### src/rtl/mont_domain_entry.sv
// mont_domain_entry: bit-serial conversion of base and 1 into the Montgomery domain
// (base*2^BITS mod N and 2^BITS mod N) using shift and conditional subtract only.
module mont_domain_entry #(
    parameter int BITS     = 8,
    parameter int CNT_BITS = $clog2(BITS) + 1
) (
    input  logic            clk,
    input  logic            rst,
    input  logic            start,
    input  logic [BITS-1:0] base,
    input  logic [BITS-1:0] N,
    output logic            busy,
    output logic            finish,
    output logic            error,
    output logic [BITS-1:0] base_mont,
    output logic [BITS-1:0] one_mont
);
    localparam logic [2:0] S_IDLE = 3'd0;
    localparam logic [2:0] S_RUN  = 3'd1;
    localparam logic [2:0] S_FIN  = 3'd7;

    logic [2:0]          r_state;
    logic [CNT_BITS-1:0] r_cnt;
    logic [BITS-1:0]     r_base, r_n, r_acc_b, r_acc_o;
    logic                r_error;

    logic [CNT_BITS-1:0] w_idx;
    logic [BITS-1:0]     w_sh, w_nb, w_no;
    logic                w_hi, w_b_bit, w_o_bit;
    logic [BITS:0]       w_tb, w_to, w_db, w_do, w_nx;

    // Stream base*2^BITS and 2^BITS MSB-first: base bits occupy counts 2*BITS-1..BITS.
    assign w_hi    = r_cnt >= CNT_BITS'(BITS);
    assign w_idx   = r_cnt - CNT_BITS'(BITS);
    assign w_sh    = r_base >> w_idx;
    assign w_b_bit = w_hi & w_sh[0];
    assign w_o_bit = r_cnt == CNT_BITS'(BITS);

    // acc < N keeps t <= 2N-1, so a single conditional subtract restores the invariant.
    assign w_nx = {1'b0, r_n};
    assign w_tb = {r_acc_b, 1'b0} + {{BITS{1'b0}}, w_b_bit};
    assign w_to = {r_acc_o, 1'b0} + {{BITS{1'b0}}, w_o_bit};
    assign w_db = w_tb - w_nx;
    assign w_do = w_to - w_nx;
    assign w_nb = (w_tb >= w_nx) ? w_db[BITS-1:0] : w_tb[BITS-1:0];
    assign w_no = (w_to >= w_nx) ? w_do[BITS-1:0] : w_to[BITS-1:0];

    always_ff @(posedge clk or posedge rst) begin
        if (rst) begin
            r_state <= S_IDLE;
            r_cnt   <= '1;
            r_base  <= '0;
            r_n     <= '0;
            r_acc_b <= '0;
            r_acc_o <= '0;
            r_error <= 1'b0;
        end else begin
            case (r_state)
                S_IDLE: if (start) begin
                    r_base  <= base;
                    r_n     <= N;
                    r_acc_b <= '0;
                    r_acc_o <= '0;
                    r_error <= ~N[0];
                    r_state <= N[0] ? S_RUN : S_FIN;
                    if (N[0]) r_cnt <= CNT_BITS'(2 * BITS - 1);
                end
                S_RUN: begin
                    r_acc_b <= w_nb;
                    r_acc_o <= w_no;
                    if (r_cnt == '0) r_state <= S_FIN;
                    else r_cnt <= r_cnt - 1'b1;
                end
                S_FIN: begin
                    r_state <= S_IDLE;
                    r_cnt   <= '1;
                end
                default: r_state <= S_IDLE;
            endcase
        end
    end

    assign busy      = r_state != S_IDLE;
    assign finish    = r_state == S_FIN;
    assign error     = r_error;
    assign base_mont = r_acc_b;
    assign one_mont  = r_acc_o;
endmodule
### config.mk
export PLATFORM = sky130hd
export DESIGN_NAME = mont_domain_entry
export DESIGN_NICKNAME = d
export VERILOG_FILES = /design/src/rtl/mont_domain_entry.sv
export SDC_FILE = /design/constraint.sdc
export NUM_CORES = 1
export LEC_CHECK = 0
export CORE_ASPECT_RATIO = 1.5
export CORE_UTILIZATION = 54
export CTS_CLUSTER_DIAMETER = 150
export CTS_CLUSTER_SIZE = 25
export DETAILED_ROUTE_END_ITERATION = 12
export PLACE_DENSITY = 0.8
export SLEW_MARGIN = 20
export SYNTH_ARGS = -nofsm -noshare
export SYNTH_HDL_FRONTEND = slang
export SYNTH_SLANG_ARGS = --single-unit
### constraint.sdc
create_clock -name clk -period 2.9 [get_ports clk]
set_clock_uncertainty 0.05 [all_clocks]
set_input_delay 0.58 -clock clk [delete_from_list [all_inputs] [get_ports clk]]
set_output_delay 0.58 -clock clk [all_outputs]
set_load 0.02 [all_outputs]
# After elaboration in Yosys (flattened, before gate mapping)

Cells that the tools add are included.

Add/subtract/negate cells: 6
Multiply operators: 0
Div/mod/pow operators: 0
Magnitude comparators: 3
Equal/unequal tests: 7
Shifts and indexed selects: 1
Muxes and demuxes: 13
Bitwise logic cells: 2
Reductions and logical operators: 9

Operators with widths:

| kind                                              | count |
|---|---|
| one-hot mux 8 bit (2 select lines)                | 2 |
| 2-to-1 mux 8 bit                                  | 3 |
| adder 9 x 1 -> 9 bit                              | 2 |
| >= comparator 9 x 8 -> 1 bit                      | 2 |
| subtractor 8 bit                                  | 2 |
| 2-to-1 mux 4 bit                                  | 3 |
| one-hot mux 4 bit (3 select lines)                | 1 |
| 2-to-1 mux 3 bit                                  | 3 |
| != test 2 bit (second input constant)             | 4 |
| >> shifter 8 x 4 -> 1 bit                         | 1 |
| one-hot mux 3 bit (2 select lines)                | 1 |
| AND reduction 2 bit                               | 3 |
| nonzero test 3 bit                                | 2 |
| == test 4 bit (second input constant)             | 1 |
| >= comparator 4 bit (second input constant)       | 1 |
| zero test 4 bit                                   | 1 |
| AND reduction 4 bit                               | 1 |
| subtractor 4 x 1 -> 4 bit (second input constant) | 1 |
| subtractor 4 bit (second input constant)          | 1 |
| == test 3 x 1 -> 1 bit (second input constant)    | 1 |
| == test 3 bit (second input constant)             | 1 |
| zero test 3 bit                                   | 1 |
| nonzero test 2 bit                                | 1 |
| bitwise AND 1 bit                                 | 1 |
| inverter 1 bit                                    | 1 |

Flip-flop bits (word level): 40
Latch bits: 0
RAM bits: 0
Bits in read-only memories: 0
Input bits: 19
Output and inout bits: 19
Memories: 0

# Logic depth before layout (Yosys ltp)

Depth in word-level cells: 7
Depth in mapped cells: 12
Gate-level depth less buffers: 12

# Least setup slack after synthesis

OpenSTA, ideal clock, no wires.

Kind: flip-flop to flip-flop
Start point: register r_cnt[0]
End point: register r_acc_b[0] (netlist: base_mont[0])
Setup time: 82 ps
Data arrival time: 2489 ps
Data required time: 2768 ps
Path slack: 278 ps
Stages on the path, launching flop included: 12
Path buffers: 0
Path through: dfstp_2 -> mux4_2 -> nand2_1 -> nand2_1 -> nand2_1 -> ha_1 -> nor2b_1 -> o2111ai_1 -> nand3_1 -> a41oi_2 -> mux2_2 -> o22ai_1

Word-level cells in the longest chain between the ends: 7
Elaborated cells on any way between the ends: 9

Ends and longest elaborated chain:

| item                                                             | RTL line | text |
|---|---|---|
| from (decl)                                                      | 23       | `logic [CNT_BITS-1:0] r_cnt;` |
| from (signal assigned)                                           | 66       | `if (N[0]) r_cnt <= CNT_BITS'(2 * BITS - 1);` |
| from (signal assigned)                                           | 72       | `else r_cnt <= r_cnt - 1'b1;` |
| subtractor 4 bit                                                 | 34       | `assign w_idx = r_cnt - CNT_BITS'(BITS);` |
| >> shifter 8 x 4 -> 1 bit                                        | 35       | `assign w_sh = r_base >> w_idx;` |
| bitwise AND 1 bit *                                              | 36       | `assign w_b_bit = w_hi & w_sh[0];` |
| adder 9 x 1 -> 9 bit *                                           | 41       | `assign w_tb = {r_acc_b, 1'b0} + {{BITS{1'b0}}, w_b_bit};` |
| subtractor 8 bit or >= comparator 9 x 8 -> 1 bit (tied branches) | 43, 45   |  |
| 2-to-1 mux 8 bit *                                               | 45       | `assign w_nb = (w_tb >= w_nx) ? w_db[BITS-1:0] : w_tb[BITS-1:0];` |
| one-hot mux 8 bit (2 select lines) *                             | 58       | `case (r_state)` |
| to (signal assigned)                                             | 69       | `r_acc_b <= w_nb;` |
| to (decl)                                                        | 24       | `logic [BITS-1:0] r_base, r_n, r_acc_b, r_acc_o;` |

Every way passes the cells marked *; elsewhere a longest branch is shown, timed or not.
A chain may end at the register's enable or synchronous reset.

# Worst setup path after layout

Start point: register r_cnt[0]
End point: register r_acc_b[6] (netlist: base_mont[6])

The elaborated chain is that of the path after synthesis.

==> flow_metrics.env <==
export IMPL_antenna_found_initial=0
export IMPL_viasPerCell=6.003
export IMPL_syn_inst=249
export IMPL_wl_per_cell_um=15.82
export IMPL_critPathBufInv=0
export IMPL_ys_ff_latch=39
export IMPL_clock_sinks=39
export IMPL_cts_htree_levels=2
export IMPL_num_antenna_cells=0
export IMPL_path_cells="mux4_2, nand2_1, nand2_1, nand2_1, ha_1, fa_1, nor2b_1, nor3_1, o21bai_1, a21oi_1, xor2_1, o21ai_0"
export IMPL_syn_area_mm2=0.002500
export IMPL_synth_edff_count=0
export IMPL_setup_tns_ns=0
export IMPL_worstPathMaxFanout=4
export IMPL_crit_type="reg2reg"
export IMPL_io_buffers=37
export IMPL_tightest_slew_ns=0.5282
export IMPL_cp_depth=12
export IMPL_r2r_end="base_mont[6]"
export IMPL_io_pins=38
export IMPL_cts_root_buf="clkbuf_8"
export IMPL_finalSetupViolations=0
export IMPL_cp_endpoint="base_mont[6]"
export IMPL_syn_nets=288
export IMPL_ctsResizeCount=0
export IMPL_drv_cap=0
export IMPL_startpoint_type="register"
export IMPL_rsz0062_at_grt="false"
export IMPL_seqCellArea_um2=980.9
export IMPL_synth_avg_cell_area_um2=10.04
export IMPL_drc=3
export IMPL_die_area_mm2=0.004911
export IMPL_drt_iter0_drc=115
export IMPL_reg2reg_from="r_cnt[0]"
export IMPL_coreArea_mm2=0.004467
export IMPL_crit_required_ns=3.02
export IMPL_fillers=346
export IMPL_ys_warn_count=0
export IMPL_ys_types=49
export IMPL_crit_slowest_cell="dfstp_2"
export IMPL_grt_pass1_wl_um=9156
export IMPL_globalplace_congestion=0.8027
export IMPL_r2r_cells=12
export IMPL_dr_total_vias=2053
export IMPL_numCtsBuffers=5
export IMPL_cts_tree="done"
export IMPL_hold_viol_final=0
export IMPL_async_reset_ff_share_pct=100.0
export IMPL_grt_max_degree=40
export IMPL_grt_overflow_total=0
export IMPL_wl_um=5411
export IMPL_status="finished with violations"
export IMPL_cp_data_arrival_time_ns=2.81
export IMPL_cts_hold_buf=0
export IMPL_ant_nets=0
export IMPL_clock_latency_ns=0.30
export IMPL_clkTransAtPathRegs_ns=0.08
export IMPL_cp_top_family="flip-flops"
export IMPL_start_util_pct=55.97
export IMPL_cts_max_path_buffers=2
export IMPL_layout_drive_gt1_share_pct=14.63
export IMPL_multi_input_area_mm2=0.001411
export IMPL_crit_path_start="r_cnt[0]"
export IMPL_dp_hpwl_um=4102
export IMPL_grt_total_usage_pct=24.52
export IMPL_row_count=30
export IMPL_crit_top_cell="nand2_1"
export IMPL_hold_path_class="reg2reg"
export IMPL_die_h_um=85.33
export IMPL_period_share_pct=92.74
export IMPL_maxSlewViolCount=0
export IMPL_rrSetupSlack_ns=0.21
export IMPL_syn2layout_area_growth_pct=22.57
export IMPL_slew_headroom_pct=64.79
export IMPL_first_pass_iters=10
export IMPL_failed_checks="design-rule violations"
export IMPL_min_period_ns=2.689
export IMPL_endpoint_kind="register"
export IMPL_grt_pass1_vias=2071
export IMPL_nets=332
export IMPL_cpPeakStageDelay_ns=0.60
export IMPL_fp_dieW_um=57.56
export IMPL_postCtsSetupRepairBufs=0
export IMPL_ys_seq_area_share_pct=39.24
export IMPL_max_freq_ghz=0.3718
export IMPL_synthFlopType="dfrtp_1"
final cells by class:
type | instances | share of cell area [%]
clock buffer | 6 | 2.695
clock inverter | 2 | 1.143
inverter | 17 | 2.082
multi-input combinational | 185 | 46.06
sequential | 39 | 32.01
tap | 48 | 1.960
timing repair buffer | 45 | 14.05
per-stage QoR:
stage | setup WS (ns) | instances | cell area (µm²) | utilization, % | hold WS, ns
finish | 0.2105 | 342 | 3064 | 68.60 | 0.4597
global route | 0.02887 | 342 | 3064 | 68.60 | 0.4797
CTS | 0.07142 | 342 | 3058 | 68.46 | 0.4611
detailed placement | 0.07930 | 334 | 2940 | 65.83 | 0.4443
global placement | 0.1689 | 334 | 2940 | 65.83 | 0.4456
floorplan | 0.2784 | 249 | 2500 | - | 0.4252
worst reg2reg max path: stages, from the launching register on:
cell and delay (ns):
dfstp_2 0.60, mux4_2 0.51, nand2_1 0.08, nand2_1 0.05
nand2_1 0.09, ha_1 0.17, fa_1 0.19, nor2b_1 0.09
nor3_1 0.19, o21bai_1 0.11, a21oi_1 0.19, xor2_1 0.15
o21ai_0 0.10
metal layers:
| layer | up-vias | wire (µm) | track usage [%] |
|---|---|---|---|
| met3 | 8 | 177 | 4.573 |
| met2 | 43 | 3020 | 45.03 |
| met4 | 0 | 82 | 12.64 |
| li1 | 997 | - | - |
| met1 | 1005 | 2131 | 25.77 |
| met5 | - | 0 | 0 |
sequential cells by signal (all words and copies together) (netlist names):
signal     flops
base_mont      8
one_mont       8
r_base         8
r_n            8
r_cnt          4
r_state        2
error          1
synth_stat cells, types with 6 or more instances:
library cell | instances | share of area (%)
dfrtp_1 | 35 | 35
ha_1 | 18 | 9.0
nand2_1 | 28 | 4.2
nand3_1 | 12 | 2.4
nor2_1 | 8 | 1.2
inv_1 | 17 | 2.6
nor2b_1 | 8 | 2.0
mux2_2 | 11 | 5.0
o21ai_0 | 20 | 4.0
xnor2_1 | 6 | 2.1
cells in the final DEF (no fill, tap or decap), drive strengths merged, types with 5 or more instances in the layout:
master,Yosys,final
clkdlybuf4s50,0,37
a21oi,7,7
dfrtp,35,35
nand3,12,12
nand2,28,28
nor2,8,8
nand2b,5,5
buf,4,8
mux2,11,11
nor2b,8,8
o311ai,7,7
xnor2,6,6
ha,18,18
a32oi,5,5
inv,17,17
clkbuf,4,6
o21ai,21,21
how the worst min path moves through the flow:
stage	start	end	slack [ns]	cells past startpoint
floorplan	r_base[4]	r_base[4]	0.43	1
global placement	r_base[5]	r_base[5]	0.45	1
detailed placement	r_base[5]	r_base[5]	0.44	1
CTS	r_base[6]	r_base[6]	0.46	1
global route	r_base[4]	r_base[4]	0.48	1
finish	r_base[5]	r_base[5]	0.46	1
cells by family (layout without fill, tap and decap cells):
| logic type | Yosys count | after routing | share of synthesized area (%) |
|---|---|---|---|
| fa+ha+maj | 20 | 20 | 10.61 |
| compound gates | 66 | 66 | 19.27 |
| buf+inv | 25 | 70 | 4.554 |
| mux | 15 | 15 | 7.558 |
| xor+xnor | 9 | 9 | 3.153 |
| flops | 39 | 39 | 39.24 |
| simple gates | 75 | 75 | 15.62 |
Power is left out: the tool's default activity adds up to more than one toggle a clock period on the data nets, which glitch-free logic cannot reach.
==> RTL change 1, RTL diff (config.mk and constraints unchanged) <==
Register the outputs `busy` and `finish`, cleared by the reset; this adds one clock of latency there. The other outputs are not delayed to match.
--- a/src/rtl/mont_domain_entry.sv
+++ b/src/rtl/mont_domain_entry.sv
@@ -81,6 +81,13 @@
     end
 
-    assign busy      = r_state != S_IDLE;
-    assign finish    = r_state == S_FIN;
+    always_ff @(posedge clk or posedge rst) begin
+        if (rst) begin
+            busy   <= '0;
+            finish <= '0;
+        end else begin
+            busy   <= r_state != S_IDLE;
+            finish <= r_state == S_FIN;
+        end
+    end
     assign error     = r_error;
     assign base_mont = r_acc_b;
Formal check against the unedited RTL: not equivalent (Yosys sat finds a counterexample within 4 cycles, from zero or initial values and one cycle with rst high).
==> RTL change 1 against the original RTL <==
Synthesized area increased by 2.0%. Final area increased by 2.2%. Wire length up 4.3%. Sequential cell count is 2 higher. Sequential share of layout area is 0.89 points higher. First-iteration DRC count fell by 9.6%. Worst setup slack better by 6.1 ps. Critical path type unchanged. Critical endpoint is now base_mont[4]. Largest cell class unchanged.
Power is not shown: default switching activity piles up to over one toggle a cycle in this logic, so the estimate is an artifact.
==> RTL change 1: results (changes against the original RTL) <==
[cells_and_area]
inv_count=17  ; unchanged
buf_share=0.142  ; +0.00171
buffers=47  ; +4.4%
fin_nets=336  ; +1.2%
clkbuf_count=7  ; +1
drive_above_1_share=0.151  ; +0.00475
n_fill_cell=341  ; -1.4%
register_area_sq_mm=0.00103  ; +5.1%
clk_share=0.0323  ; -0.00603

[synth]
yosysSeqAreaShare=0.404  ; +0.0119
synth_seq_cells=41  ; +5.1%
synth_cell_types=49  ; unchanged
synthMuxAreaShare=0.0741  ; -0.00148
yosys-top-cells-area=dfrtp_1 (36%), ha_1 (8.8%), mux2_2 (4.9%)
ys_top_cells_by_count=dfrtp_1 (37), nand2_1 (28), o21ai_0 (20)
synth_nets=290  ; +0.69%
synth_fa_ha_area_frac=0.104  ; -0.00208
synth_xor_xnor_area_share=0.0309  ; -0.000619
synth_compound_area_frac=0.189  ; -0.00378
synth_top_cell_area_share=0.363  ; +0.0128
synth_area_per_cell_sq_um=10.2  ; +1.2%

[placed_design]
place_congestion=0.838  ; +4.4%
placed_area_sq_mm=0.00302  ; +2.6%
dp_hpwl_mm=4.24  ; +3.4%
placed_cells=353  ; +5.7%

[route]
drtIter0Drc=104  ; -9.6%
wl_per_cell_microns=15.6  ; -1.4%
drt-pass1-iter-count=4  ; -6
num_vias=2075  ; +1.1%
via_per_inst=5.73  ; -4.5%

[global_route]
grt_pass1_vias=2169  ; +4.7%
grt_max_degree=42  ; +5.0%
grt.total_usage=0.252  ; +0.00710
grt_pass1_wl_mm=9.59  ; +4.8%

[sta]
max-slew-margin-rel=0.648  ; about the same

[status]
outcome=finished clean

[critical_path]
arrival_ps=2800  ; about the same
cp_max_fo=7  ; +3

[clocking]
cts_buffer_depth=2  ; unchanged

-- RTL change 1: critical path: stages (launching register included) --
cell and delay [ps]:
dfstp_2 580, mux4_2 500, nand2_1 80, nand2_1 50, nand2_1 100, ha_1 160, nor2b_1 60, o2111ai_2 210
nand3_1 120, a41oi_2 210, buf_4 200, mux2i_1 190, o21ai_1 70
-- RTL change 1: worst paths after layout --
kind / from / end / slack [ps] / cells after the start
min reg2reg: r_base[6] / r_base[6] / 480 / 1
max reg2reg: r_cnt[0] / base_mont[4] / 220 / 12
max in group asynchronous: rst / r_cnt[0] / 1770 / 3
max: r_cnt[0] / base_mont[4] / 220 / 12
min in group asynchronous: rst / base_mont[7] / 650 / 3
min: r_base[6] / r_base[6] / 480 / 1
-- RTL change 1: what timing repair did --
item	CTS	global route
buffers inserted	0	1
hold buffers	0	0
resized for setup	0	1
setup endpoints to repair	0	8
-- RTL change 1: stage by stage --
| stage | hold WS (ps) | util | setup WS [ps] |
|---|---|---|---|
| 3_3_place_gp | 442 | 0.664 | 170 |
| 4_1_cts | 478 | 0.687 | 61.1 |
| 2_1_floorplan | 425 | - | 278 |
| 3_5_place_dp | 461 | 0.664 | 86.0 |
| 5_1_grt | 490 | 0.690 | -5.63 |
| 6_report | 475 | 0.690 | 217 |
-- RTL change 1: routing by layer --
metal  vias up  wire [microns]  track usage
li1       1005               -            -
met2        42            3240        0.492
met1      1020            2140        0.252
met5         -               0            0
met3         8             168       0.0392
met4         0              95        0.110
-- RTL change 1: cell families after synthesis --
logic type	Yosys count
XOR/XNOR	9
adder cells (fa/ha/maj)	20
AO/OA/AOI/OAI	66
multiplexers	15
AND/OR/NAND/NOR	75
flip-flops	41
buffers and inverters	25
==> RTL change 2, RTL diff (same settings) <==
Without the edit above. Set the parameter `BITS` to 32 (it was 8).
--- a/src/rtl/mont_domain_entry.sv
+++ b/src/rtl/mont_domain_entry.sv
@@ -2,5 +2,5 @@
 // (base*2^BITS mod N and 2^BITS mod N) using shift and conditional subtract only.
 module mont_domain_entry #(
-    parameter int BITS     = 8,
+    parameter int BITS     = 32,
     parameter int CNT_BITS = $clog2(BITS) + 1
 ) (
Ports: changed (resized N, base, base_mont and one_mont); port bits go from 38 to 134. The function was not compared with the original's and may differ.
==> RTL change 2 against the original RTL <==
The run ends with negative setup slack left. Final area increased to 4.5 times the old value. Sequential cell count up 98. Hold slack better by 5.5 ps. Wire length grew to 6.6 times the old value. Worst setup slack got worse by 1900 ps. Synthesized area increased to 3.8 times the old value. Sequential share of layout area shrank 7.3 points. Via count rose to 5.0 times the old value. Critical path type unchanged. Largest cell class unchanged.
Power is left out: the tool's default activity adds up to more than one toggle a clock period on the data nets, which glitch-free logic cannot reach.
==> RTL change 2: results (changes against the original RTL) <==
[status]
outcome=complete, but fails checks
violations=negative setup slack

[global_route]
use_met3=0.103  ; +0.0568
use_met2=0.655  ; +0.205
grt_max_degree=73  ; +83%
grt_pass1_vias=10200  ; +390%
grt_pass1_wl_mm=53.2  ; +480%
globalRouteMet1Util=0.425  ; +0.168
grt.total_usage=0.395  ; +0.150
antenna_found_initial=0  ; unchanged

[clocking]
clk_latency_ps=440  ; +140 ps
clkTransAtPathRegs_ps=60  ; -20 ps
hold_buffers=0  ; unchanged
clockRootBuffer=clkbuf_16
htreeDepth=4  ; +2
cts_buffer_depth=2  ; unchanged
cts_made_buffers=17  ; +12

[synth]
ys_top_cells_by_count=dfrtp_1 (131), nand2_1 (124), o21ai_0 (69)
yosys-top-cells-area=dfrtp_1 (35%), ha_1 (8.8%), nand2_1 (4.9%)
ys_warn_count=0  ; unchanged
synth_area_per_cell_sq_um=9.14  ; -8.9%
yosysSeqAreaShare=0.365  ; -0.0272
synth_nets=1164  ; +300%
synthArstFlopShare=1.00  ; unchanged
synth_cell_types=69  ; +41%

[cells_and_area]
drive_above_1_share=0.291  ; +0.144
finalNonFillerCells=1562  ; +360%
diodes=0  ; unchanged

[route]
wl_per_cell_microns=22.8  ; +44%
drt-pass1-iter-count=7  ; -3
via_per_inst=6.57  ; +9.4%
drtIter0Drc=853  ; +640%

[placed_design]
placed_cells=1503  ; +350%
place_congestion=0.955  ; +19%
dp_hpwl_mm=22.1  ; +440%
placed_area_sq_mm=0.0124  ; +320%
io_buffer_count=133  ; +260%

[critical_path]
arrival_ps=4820  ; +2010 ps
slowest_stage=dfstp_4
worst_path_largest_cell_delay_ps=650  ; +50 ps
critPathTopFamily=compound AO/OA/AOI/OAI gates
cp_max_fo=4  ; unchanged

[sta]
fin_ws_ps=-1650  ; -1860 ps
max-slew-margin-rel=0.220  ; -0.428
setup_viol=64  ; +64
timing.setup.tns_ps=-86860  ; -86860 ps

[floorplan]
die_area_sq_mm=0.0180  ; +270%

[min_path]
hold_path.class=reg2reg

[RTL change 2: cell types whose count changed in the layout (fill, tap and decap cells not counted), sizes merged, moves of 33 or more]
cell,unedited run,this run
clkdlybuf4s50,37,133
buf,8,216
dfrtp,35,131
nand3,12,60
a21oi,7,63
inv,17,50
ha,18,66
o21ai,21,85
nand2,28,124
[RTL change 2: repair_timing]
item	in CTS	in global routing
setup buffers	14	9
gates resized for setup	75	36
setup endpoints to repair	64	64
pin swaps	43	20
gates cloned	8	0
endpoints found under the hold margin	0	0
[RTL change 2: final timing paths]
kind,startpoint,to,slack (ps),cells after the start
max,r_cnt[0],base_mont[20],-1650,18
max in group asynchronous,rst,r_n[14],1810,3
min reg2reg,r_base[16],r_base[16],470,1
min in group asynchronous,rst,r_state[0],580,3
max reg2reg,r_cnt[0],base_mont[20],-1650,18
min,r_base[16],r_base[16],470,1
[RTL change 2: final cells by class]
class / instances / area [sq um]
inverters: 51 / 195
flip-flops and latches: 137 / 3440
clock inverters: 11 / 149
clock buffers: 21 / 450
multi-input cells: 780 / 6090
repair buffers: 352 / 3350
fillers: 902 / 2980
well taps: 210 / 263
[RTL change 2: per-layer routing]
metal	part of all wire	vias up
met5	0	-
met4	0.090	0
met3	0.093	269
met2	0.49	693
met1	0.33	4894
li1	-	4402
[RTL change 2: cells by family after synthesis]
logic type,synth area share
AO/OA/AOI/OAI,0.211
XOR/XNOR,0.0577
adder cells (fa/ha/maj),0.0920
buffers and inverters,0.0495
flip-flops,0.365
multiplexers,0.0743
AND/OR/NAND/NOR,0.150
